<file path="src/rtl/alu_defs_pkg.sv">
// Shared ALU definitions: op encodings, flag bit positions, skid-stage states.
// Latency: n/a (types and constants only).
// Backpressure: n/a.
package alu_defs;

   // Op encodings shared with the adder/subtractor and the decoder
   typedef enum logic [1:0] {
      OP_ADD   = 2'd0,
      OP_SUB   = 2'd1,
      OP_LOGIC = 2'd2,
      OP_PASS  = 2'd3
   } op_e;

   // Flag vector layout is {N,Z,C,V}
   localparam int FLAG_W = 4;
   localparam int FLAG_N = 3;
   localparam int FLAG_Z = 2;
   localparam int FLAG_C = 1;
   localparam int FLAG_V = 0;

   // Occupancy of the result stage: main entry only, or main plus skid entry
   typedef enum logic [1:0] {
      ST_EMPTY = 2'd0,
      ST_ONE   = 2'd1,
      ST_TWO   = 2'd2
   } skid_state_e;

endpackage

</file>
<file path="src/rtl/alu_flag_gen.sv">
// Combinational N/Z/C/V derivation from op, operands and ALU result.
// Latency: 0 cycles (pure combinational).
// Backpressure: none; output follows inputs.
//
// Ports:
//   op     - ALU op (alu_defs::op_e encoding)
//   a, b   - operands as seen by the adder/subtractor
//   result - ALU result
//   flags  - {N,Z,C,V}
module alu_flag_gen
   import alu_defs::*;
#(
   parameter int WIDTH = 32
) (
   input  logic [1:0]        op,
   input  logic [WIDTH-1:0]  a,
   input  logic [WIDTH-1:0]  b,
   input  logic [WIDTH-1:0]  result,
   output logic [FLAG_W-1:0] flags
);

   logic msb_a;
   logic msb_b;
   logic msb_r;

   assign msb_a = a[WIDTH-1];
   assign msb_b = b[WIDTH-1];
   assign msb_r = result[WIDTH-1];

   always_comb begin
      flags         = '0;
      flags[FLAG_N] = msb_r;
      flags[FLAG_Z] = (result == '0);
      case (op_e'(op))
         OP_ADD: begin
            // a wrapped sum is smaller than either addend exactly when it carried out
            flags[FLAG_C] = (result < a);
            flags[FLAG_V] = (msb_a == msb_b) && (msb_r != msb_a);
         end
         OP_SUB: begin
            // C means borrow here, not the inverted-carry convention
            flags[FLAG_C] = (a < b);
            flags[FLAG_V] = (msb_a != msb_b) && (msb_r != msb_a);
         end
         default: begin
            flags[FLAG_C] = 1'b0;
            flags[FLAG_V] = 1'b0;
         end
      endcase
   end

endmodule

</file>
<file path="src/rtl/alu_result_stage.sv">
// Registered ALU result stage: tags results with flags, 2-entry skid buffer toward writeback.
// Latency: 1 cycle from input accept to out_valid; 1 op/cycle sustained when out_ready=1.
// Backpressure: in_ready is a decode of the state register (low only when both entries are full).
//
// Ports:
//   clk, reset                        - clock, asynchronous active-high reset
//   in_valid/in_ready                 - upstream handshake
//   in_op, in_a, in_b, in_result      - op and data from the adder/subtractor
//   in_rd, in_we                      - writeback destination and enable
//   out_valid/out_ready               - writeback handshake
//   out_result, out_rd, out_we, out_flags - head entry
//   flags_q                           - architectural flags, updated per output handshake
//   retired                           - wrapping count of output handshakes
module alu_result_stage
   import alu_defs::*;
#(
   parameter int WIDTH = 32,
   parameter int RD_W  = 5,
   parameter int CNT_W = 16
) (
   input  logic              clk,
   input  logic              reset,
   input  logic              in_valid,
   output logic              in_ready,
   input  logic [1:0]        in_op,
   input  logic [WIDTH-1:0]  in_a,
   input  logic [WIDTH-1:0]  in_b,
   input  logic [WIDTH-1:0]  in_result,
   input  logic [RD_W-1:0]   in_rd,
   input  logic              in_we,
   output logic              out_valid,
   input  logic              out_ready,
   output logic [WIDTH-1:0]  out_result,
   output logic [RD_W-1:0]   out_rd,
   output logic              out_we,
   output logic [FLAG_W-1:0] out_flags,
   output logic [FLAG_W-1:0] flags_q,
   output logic [CNT_W-1:0]  retired
);

   skid_state_e state;
   skid_state_e state_nxt;

   logic              accept;
   logic              drain;
   logic [FLAG_W-1:0] in_flags;

   logic [WIDTH-1:0]  skid_result;
   logic [RD_W-1:0]   skid_rd;
   logic              skid_we;
   logic [FLAG_W-1:0] skid_flags;

   logic load_main_in;
   logic load_main_skid;
   logic load_skid;

   alu_flag_gen #(.WIDTH(WIDTH)) u_flag_gen (
      .op     (in_op),
      .a      (in_a),
      .b      (in_b),
      .result (in_result),
      .flags  (in_flags)
   );

   assign accept = in_valid && in_ready;
   assign drain  = out_valid && out_ready;

   // State register
   always_ff @(posedge clk or posedge reset) begin
      if (reset) state <= ST_EMPTY;
      else       state <= state_nxt;
   end

   // Next-state logic
   always_comb begin
      state_nxt = state;
      case (state)
         ST_EMPTY: if (accept) state_nxt = ST_ONE;
         ST_ONE: begin
            if (accept && !drain)      state_nxt = ST_TWO;
            else if (!accept && drain) state_nxt = ST_EMPTY;
         end
         ST_TWO:   if (drain) state_nxt = ST_ONE;
         default:  state_nxt = ST_EMPTY;
      endcase
   end

   // Outputs decoded from the state register only, so in_ready never
   // depends combinationally on out_ready
   always_comb begin
      out_valid = (state != ST_EMPTY);
      in_ready  = (state != ST_TWO);
   end

   // The main entry is the output register. New data goes straight into it
   // when it is empty or being vacated with no skid entry waiting; otherwise
   // it parks in the skid entry, which moves forward on the next drain.
   assign load_main_in   = accept && ((state == ST_EMPTY) || ((state == ST_ONE) && drain));
   assign load_skid      = accept && (state == ST_ONE) && !drain;
   assign load_main_skid = drain && (state == ST_TWO);

   always_ff @(posedge clk or posedge reset) begin
      if (reset) begin
         out_result <= '0;
         out_rd     <= '0;
         out_we     <= 1'b0;
         out_flags  <= '0;
      end else if (load_main_in) begin
         out_result <= in_result;
         out_rd     <= in_rd;
         out_we     <= in_we;
         out_flags  <= in_flags;
      end else if (load_main_skid) begin
         out_result <= skid_result;
         out_rd     <= skid_rd;
         out_we     <= skid_we;
         out_flags  <= skid_flags;
      end
   end

   always_ff @(posedge clk or posedge reset) begin
      if (reset) begin
         skid_result <= '0;
         skid_rd     <= '0;
         skid_we     <= 1'b0;
         skid_flags  <= '0;
      end else if (load_skid) begin
         skid_result <= in_result;
         skid_rd     <= in_rd;
         skid_we     <= in_we;
         skid_flags  <= in_flags;
      end
   end

   // Every completed handshake retires, including entries with out_we=0
   always_ff @(posedge clk or posedge reset) begin
      if (reset) begin
         flags_q <= '0;
         retired <= '0;
      end else if (drain) begin
         flags_q <= out_flags;
         retired <= retired + CNT_W'(1);
      end
   end

endmodule
</file>
<file path="config.mk">
export PLATFORM = sky130hd
export DESIGN_NAME = alu_result_stage
export DESIGN_NICKNAME = d
export VERILOG_FILES = /design/src/rtl/alu_defs_pkg.sv /design/src/rtl/alu_flag_gen.sv /design/src/rtl/alu_result_stage.sv
export SDC_FILE = /design/constraint.sdc
export NUM_CORES = 1
export LEC_CHECK = 0
export CORE_MARGIN = 3
export CORE_UTILIZATION = 48
export CTS_CLUSTER_DIAMETER = 120
export CTS_CLUSTER_SIZE = 30
export DETAILED_ROUTE_END_ITERATION = 8
export PLACE_DENSITY = 0.81
export SLEW_MARGIN = 20
export SYNTH_ARGS = -nofsm -noshare
export SYNTH_HDL_FRONTEND = slang
export SYNTH_SLANG_ARGS = --single-unit
</file>
<file path="constraint.sdc">
create_clock -name clk -period 4.5 [get_ports clk]
set_clock_uncertainty 0.1 [all_clocks]
set_input_delay 0.675 -clock clk [delete_from_list [all_inputs] [get_ports clk]]
set_output_delay 0.675 -clock clk [all_outputs]
set_load 0.03 [all_outputs]
</file>
# == Word-level counts from Yosys, hierarchy flattened ==
# Index checks and enable logic that the tools add are counted.
# Widths: inputs -> output; s select.
# totals
regBits,106
inputBits,108
output_inout_bits,64
elab_cells,58
# op_classes
add_sub_neg,1
n_lt_le_gt_ge,2
eq_ne,10
muxes,14
n_reduce_logical,20
# op_table
operator,count
$lt 32x32->1,2
$mux 32,2
$logic_not 32->1,1
$add 16x1->16 const B,1
$logic_and 1x1->1,11
$mux 5,2
$mux 2,4
$mux 4,2
$ne 2x2->1 const B,3
$pmux 2 s3,1
$eq 2x1->1 const B,2
$logic_not 2->1,2
$pmux 2 s2,1
$reduce_bool 2->1,2
$ne 3x3->1 const B,1
$reduce_and 3->1,1
$eq 2x2->1 const B,1
$logic_not 1->1,2
$mux 1,2
$ne 1x1->1,2
$eq 1x1->1,1
$logic_or 1x1->1,1

# == Longest topological paths before layout ==
# Gate-level depths: netlist (run 1).
# depth
depth_word,7
depth_mapped,8
depth_no_buf,8

# == Hierarchy ==
# A second synthesis (run 1) with hierarchy kept.
# unflattened
hier_cells,591
area_unflattened_um2,6140.9
# by_module_without_submodules
mod,instances,cells_per_inst,area_per_inst_um2
alu_result_stage,1,351,4469.3
alu_flag_gen,1,240,1671.6

# == Worst setup path before layout (run 1) ==
# Ideal clock, no wire load.
# synth_path
path_type,in2reg
from,input in_a[30]
to,register skid_flags[1]
setup_ns,0.092
t_arrival_ns,2.177
setup_slack_ns,2.131
cell_stages,8
path_cell_list,inv_1 -> ha_1 -> a21oi_1 -> nand2_1 -> a211o_1 -> a221o_1 -> o32a_1 -> o31ai_2
# synth_between
elab_chain_cells,2
# synth_rtl
item,line,source
"start, declared",alu_result_stage.sv:26,"input logic [WIDTH-1:0] in_a,"
"$lt 32x32->1, on equally long branches","alu_flag_gen.sv:42, alu_flag_gen.sv:37",
$pmux 2 s2 (*),alu_flag_gen.sv:34,case (op_e'(op))
"end signal, assigned",alu_result_stage.sv:131,skid_flags <= in_flags;
"end, declared",alu_result_stage.sv:51,logic [FLAG_W-1:0] skid_flags;
# Mark *: on every way between the ends. The rest lies on a longest branch, timed or not.
# A chain may end at the register's enable or synchronous reset.

# == Worst setup path after layout (run 1) ==
# layout_path
from,input in_a[30]
to,register out_flags[1]
# layout_between
elab_chain_cells,3
# layout_rtl
item,line,source
"$lt 32x32->1, on equally long branches","alu_flag_gen.sv:42, alu_flag_gen.sv:37",
$pmux 2 s2 (*),alu_flag_gen.sv:34,
$mux 4 (*),alu_result_stage.sv:108,end else if (load_main_in) begin
"end signal, assigned",alu_result_stage.sv:112,out_flags <= in_flags;
"end signal, assigned",alu_result_stage.sv:117,out_flags <= skid_flags;
"end, declared",alu_result_stage.sv:36,"output logic [FLAG_W-1:0] out_flags,"
# Marks and branches as above.

==> qor.yml, run 1 <==
power:
  ir_drop_uv: 240
  clockPowerShare_pct: 19.1
  p_comb_share_pct: 43.8
  power_switching_mw: 1.70
  swShare_pct: 40.3
  intPower_mw: 2.52
  p_seq_share_pct: 37.1
  power_mw: 4.21
  p_leak_nw: 3.94
  powerDensity_mw_per_mm2: 516
worst_setup_path:
  critPathCaptureType: "register"
  timing.rr.end: "out_result[16]"
  worstSetupPathDepth: 9
  critPathSlowestCell: "clkdlybuf4s50_1"
  r2r_slack_ps: 2180
  arrival_ps: 2880
  critPathKind: "input pin to register"
  critPathCapture: "out_flags[1]"
  worst_ep_required_time_ps: 4620
  crit_start: "in_a[30]"
  r2r-start: "state[0]"
  crit_fanout: 3
  cp.buffers_inverters: 2
  reg2reg_depth: 5
  max_stage_delay_ps: 510
  crit_chain: "clkdlybuf4s50_1, inv_1, ha_1, nand4_1, nor4_1, o211ai_1, a31oi_1, o32a_1, o21ai_1"
  crit_family: "compound AO/OA/AOI/OAI gates"
  crit_path_start_kind: "input pin"
drt:
  wirelength_mm: 16.7
  wire_per_inst_um: 16.5
  first_pass_iters: 5
  drtIter0Drc: 387
  dr_total_vias: 5465
  drc: 0
  via_per_inst: 5.38
  antenna_left: 0
timing:
  finalCritPeriodShare_pct: 61.3
  fin_tns_setup_ps: 0
  rsz0062_at_grt: "no"
  hold_viol: 0
  fin_crit_ps: 2760
  maxSlewHeadroom_pct: 35.9
  tightest_slew_ps: 961
  setup_viol: 0
  fmaxAchievable_mhz: 363
  drv_slew: 0
clocking:
  cts_max_level: 3
  cts_tree: "done"
  ctsLongestPathBuffers: 2
  cts_resized: 0
  cts_root_buf: "clkbuf_16"
  numCtsBuffers: 9
  post-cts-setup-buffers: 0
  cts_hold_buf: 0
  cts_sinks: 104
  clock_latency_ps: 350
  clk_pin_slew_ps: 70
grt:
  grt_pass1_vias: 5728
  overflow: 0
  grt_pass1_wl_mm: 27.6
  grt_usage_pct: 24.3
  antenna_found_initial: 0
  grt_max_degree: 94
yosys:
  synth_top_cell_area_share_pct: 43.6
  synth_flop_cell: "dfrtp_1"
  syn_area_sq_mm: 0.00598
  avgSynthCellArea_sq_um: 8.81
  yosysWarnings: 0
  synthTopCellsByCount: "215 x nand2_1, 104 x dfrtp_1, 66 x inv_1, 64 x ha_1, 33 x o21ai_0"
  synth_edf_count: 0
  synth_cell_types: 47
  synth_most_common_cell: "nand2_1"
  ys_seq_elements: 104
  ys_top_cells_by_area: "dfrtp_1 44%, nand2_1 14%, ha_1 13%, inv_1 4.1%, mux2i_1 3.2%"
  syn_nets: 850
  synthCells: 678
  seq_area_frac_synth_pct: 43.6
  yosys.area.top_type: "dfrtp_1"
  async_flop_share_pct: 100
outcome:
  status: "finished, final reports clean"
min_path:
  min_from: "out_result[4]"
  holdPathStages: 2
  hp-class: "register to register"
layout:
  fillCellCount: 956
  finish.utilization_pct: 67.4
  antennaDiodeCount: 0
  final_nets: 1015
  area_delta_synth_final_pct: 36.5
  instances_no_fill: 1015
  fin_area_sq_mm: 0.00816
  layout-drive-gt1-share_pct: 3.66
die:
  core_sq_mm: 0.0121
  die_x_um: 118
  ios: 172
  die_h_um: 118
  row_count: 40
  initial_core_util_pct: 49.3
  die_area_sq_mm: 0.0138
flow_run:
  maxCapViolCount: 0
placement:
  port_buffers: 171
  dp_hpwl_mm: 12.6
  place.gp.congestion: 0.901
  dp.cells: 1000
  dpl_cell_area_sq_mm: 0.00785
[metal layers]
layer	vias up	routed length, um	global-route usage (%)
li1	2611	-	-
met1	2612	7160	30.8
met2	215	8190	41.8
met3	27	1080	4.95
met4	0	303	8.13
met5	-	0	0
[layout make-up]
cell class                      count  area [sq um]  share of cell area (%)
Clock inverter                      6          76.3                   0.936
Tap cell                          168           210                    2.58
Clock buffer                        9           225                    2.76
Timing Repair Buffer              176          1750                    21.4
Sequential cell                   104          2600                    31.9
Multi-Input combinational cell    485          3040                    37.2
Inverter                           67           256                    3.14
[how the worst min path moves through the flow]
stage                 endpoint  slack, ps
2_1_floorplan  skid_result[12]        350
3_3_place_gp    skid_result[3]        360
3_5_place_dp     out_result[4]        360
4_1_cts          out_result[4]        380
5_1_grt          out_result[4]        390
6_report         out_result[4]        370
[tightest hold or removal path: stages, from the launching register on]
cell     delay, ps
dfrtp_1        340
nand2_1         50
nand2_1         50
[cell usage in the layout (no fill, tap or decap), types with 14 or more instances in the layout]
master / count
a21oi_1: 22
a22oi_1: 21
clkdlybuf4s50_1: 171
dfrtp_1: 104
ha_1: 64
inv_1: 65
mux2i_1: 19
nand2_1: 215
o21ai_0: 33
xnor2_1: 14
[state kept, by name, indices dropped and copies added, names as in the netlist]
name and count:
out_result 32, skid_result 32, retired 16, out_rd 5, skid_rd 5, flags_q 4
out_flags 3, skid_flags 3, state 2, out_we 1, skid_we 1
[through the flow]
stage               setup WS (ps)  hold WS [ps]
finish                       1740           375
global route                 1570           395
CTS                          1730           380
detailed placement           1410           363
global placement             1520           359
floorplan                     993           345
[kinds of logic (layout without fill, tap and decap cells)]
group                    count (synthesis)  in the layout  share of synthesized area [%]
AND/OR/NAND/NOR                        284            284                           20.5
AO/OA/AOI/OAI                          102            102                           11.1
buffers and inverters                   89            258                           5.90
multiplexers                            19             19                           3.18
adder cells (fa/ha/maj)                 64             64                           13.4
XOR/XNOR                                16             16                           2.35
flip-flops                             104            104                           43.6
[power by group through the flow]
stage	clock (mW)	combinational, mW	sequential [mW]
4_1_cts	0.811	1.86	1.56
3_3_place_gp	0	1.79	1.55
5_1_grt	0.848	2.00	1.61
3_5_place_dp	0	1.85	1.58
2_1_floorplan	0	0.676	1.95
6_report	0.804	1.84	1.56
Power figures use the tool's default switching activity.
==> inputs of run 2 (changes only) <==
clock period = 2.55 ns   (was 4.5 ns; I/O delays follow)
==> qor.yml, run 2 (same netlist as run 1, synthesis figures left out) <==
outcome:
  status: "finished, final reports clean"  # unchanged
worst_setup_path:
  r2r_slack_ps: 410  # was 2180 ps
  crit_chain: "clkdlybuf4s50_1, buf_4, ha_1, nand4_1, nor4_2, nand4_1, a31oi_2, o32a_1, o21ai_1"  # was clkdlybuf4s50_1, inv_1, ha_1, nand4_1, nor4_1, o211ai_1, a31oi_1, o32a_1, o21ai_1
  crit_path_start_kind: "input pin"  # unchanged
  worst_ep_required_time_ps: 2680  # was 4620 ps
  crit_start: "in_a[29]"  # was in_a[30]
  crit_fanout: 2  # was 3
  cp.buffers_inverters: 2  # unchanged
  crit_family: "simple AND/OR/NAND/NOR gates"  # was compound AO/OA/AOI/OAI gates
  path_common_cell: "nand4_1"
  critPathSlowestCell: "clkdlybuf4s50_1"  # unchanged
  r2r-start: "state[1]"  # was state[0]
  arrival_ps: 2600  # was 2880 ps
  critPathCaptureType: "register"  # unchanged
  critPathKind: "input pin to register"  # unchanged
  max_stage_delay_ps: 460  # was 510 ps
power:
  swShare_pct: 39.9  # was 40.3%
  intPower_mw: 4.53  # was 2.52 mW
  p_comb_share_pct: 44.7  # was 43.8%
  ir_drop_uv: 460  # was 240 uV
  power_switching_mw: 3.00  # was 1.70 mW
  powerDensity_mw_per_mm2: 881  # was 516 mW/mm^2
  clockPowerShare_pct: 18.8  # was 19.1%
  p_leak_nw: 4.17  # was 3.94 nW
  p_seq_share_pct: 36.4  # was 37.1%
clocking:
  cts_max_level: 3  # unchanged
  clk_pin_slew_ps: 70  # about the same
  ctsLongestPathBuffers: 2  # unchanged
  cts_sinks: 104  # unchanged
  post-cts-setup-buffers: 0  # unchanged
  cts_root_buf: "clkbuf_16"  # unchanged
  cts_hold_buf: 0  # unchanged
  cts_tree: "done"  # unchanged
  clock_latency_ps: 350  # about the same
  numCtsBuffers: 9  # unchanged
  cts_resized: 0  # unchanged
drt:
  antenna_left: 0  # unchanged
  drc: 0  # unchanged
  drtIter0Drc: 357  # was 387
  wirelength_mm: 17.0  # was 16.7 mm
  first_pass_iters: 5  # unchanged
  dr_total_vias: 5609  # was 5465
  wire_per_inst_um: 16.0  # was 16.5 um
  via_per_inst: 5.28  # was 5.38
layout:
  reg.largest.list: "out_result x32, skid_result x32, retired x16"  # unchanged
  layout-drive-gt1-share_pct: 9.06  # was 3.66%
  antennaDiodeCount: 0  # unchanged
  final_cell_mix: "215 x nand2_1, 171 x clkdlybuf4s50_1, 104 x dfrtp_1"  # unchanged
  fin_area_sq_mm: 0.00855  # was 0.00816 sq mm
  final_nets: 1061  # was 1015
  area_delta_synth_final_pct: 43.0  # was 36.5%
  mostFrequentLayoutCell: "nand2_1"  # unchanged
  fillCellCount: 949  # was 956
timing:
  finalCritPeriodShare_pct: 96.9
  tightest_slew_ps: 787  # was 961 ps
  fin_crit_ps: 2470
  maxSlewHeadroom_pct: 47.4  # was 35.9%
  rsz0062_at_grt: "no"  # unchanged
  setup_slack_ps: 79.5  # was 1740 ps
  fmaxAchievable_mhz: 405
  setup_viol: 0  # unchanged
  hold_viol: 0  # unchanged
  drv_slew: 0  # unchanged
placement:
  dp_slack_ps: -337  # was 1410 ps
  place.gp.congestion: 0.876  # was 0.901
  dp_hpwl_mm: 13.3  # was 12.6 mm
  port_buffers: 171  # unchanged
  dpl_cell_area_sq_mm: 0.00823  # was 0.00785 sq mm
die:
  initial_core_util_pct: 49.3  # unchanged
  core_sq_mm: 0.0121  # unchanged
  die_area_sq_mm: 0.0138  # unchanged
  row_count: 40  # unchanged
  die_x_um: 118  # unchanged
  die_h_um: 118  # unchanged
  ios: 172  # unchanged
flow_run:
  maxCapViolCount: 0  # unchanged
grt:
  antenna_found_initial: 0  # unchanged
  grt_usage_pct: 24.9  # was 24.3%
  grt_max_degree: 51  # was 94
  overflow: 0  # unchanged
  grt_pass1_vias: 5792  # was 5728
  grt_pass1_wl_mm: 28.4  # was 27.6 mm
min_path:
  hp-class: "input pin to asynchronous set/reset pin"  # was register to register
[run 2: cell types whose count changed in the layout (fill, tap and decap cells not counted), moves of 2 or more]
cell / previous run / this run
nor4_1: 10 / 8
buf_12: 0 / 2
clkinvlp_4: 0 / 2
buf_4: 5 / 49
nor4_2: 0 / 2
[run 2: metal layers]
| layer | global-route usage, % | share of wire (%) | vias up |
|---|---|---|---|
| met1 | 32.3 | 43 | 2686 |
| met2 | 43.1 | 49 | 187 |
| li1 | - | - | 2708 |
| met3 | 4.04 | 5.9 | 28 |
| met5 | 0 | 0 | - |
| met4 | 7.33 | 2.0 | 0 |
[run 2: final timing paths]
kind | cells past startpoint | end
max | 9 | out_flags[1]
min | 2 | skid_result[28]
max reg2reg | 4 | out_result[19]
min reg2reg | 2 | out_result[6]
max in group asynchronous | 3 | retired[3]
min in group clk | 2 | out_result[6]
[run 2: per-stage QoR]
stage | hold slack, ps | TNS, ps | cells | total power [mW] | util [%]
2_1_floorplan | 345 | 0 | 678 | 4.63 | -
3_3_place_gp | 357 | -584 | 1046 | 6.02 | 67.9
3_5_place_dp | 363 | -664 | 1046 | 6.15 | 67.9
4_1_cts | 380 | 0 | 1062 | 7.57 | 70.4
5_1_grt | 398 | 0 | 1062 | 7.98 | 70.6
6_report | 368 | 0 | 1062 | 7.53 | 70.6
[run 2: power by group through the flow]
| stage | clock (mW) | combinational [mW] | sequential (mW) |
|---|---|---|---|
| finish | 1.42 | 3.37 | 2.74 |
| global route | 1.50 | 3.64 | 2.84 |
| CTS | 1.43 | 3.39 | 2.75 |
| detailed placement | 0 | 3.37 | 2.78 |
| global placement | 0 | 3.28 | 2.74 |
| floorplan | 0 | 1.19 | 3.43 |
[run 2: final cells by class]
class | count | area, sq um | area share [%]
flip-flops and latches | 104 | 2600 | 30.4
multi-input cells | 485 | 3060 | 35.8
clock inverters | 7 | 77.6 | 0.908
clock buffers | 9 | 225 | 2.64
inverters | 67 | 255 | 2.99
repair buffers | 222 | 2120 | 24.8
well taps | 168 | 210 | 2.46
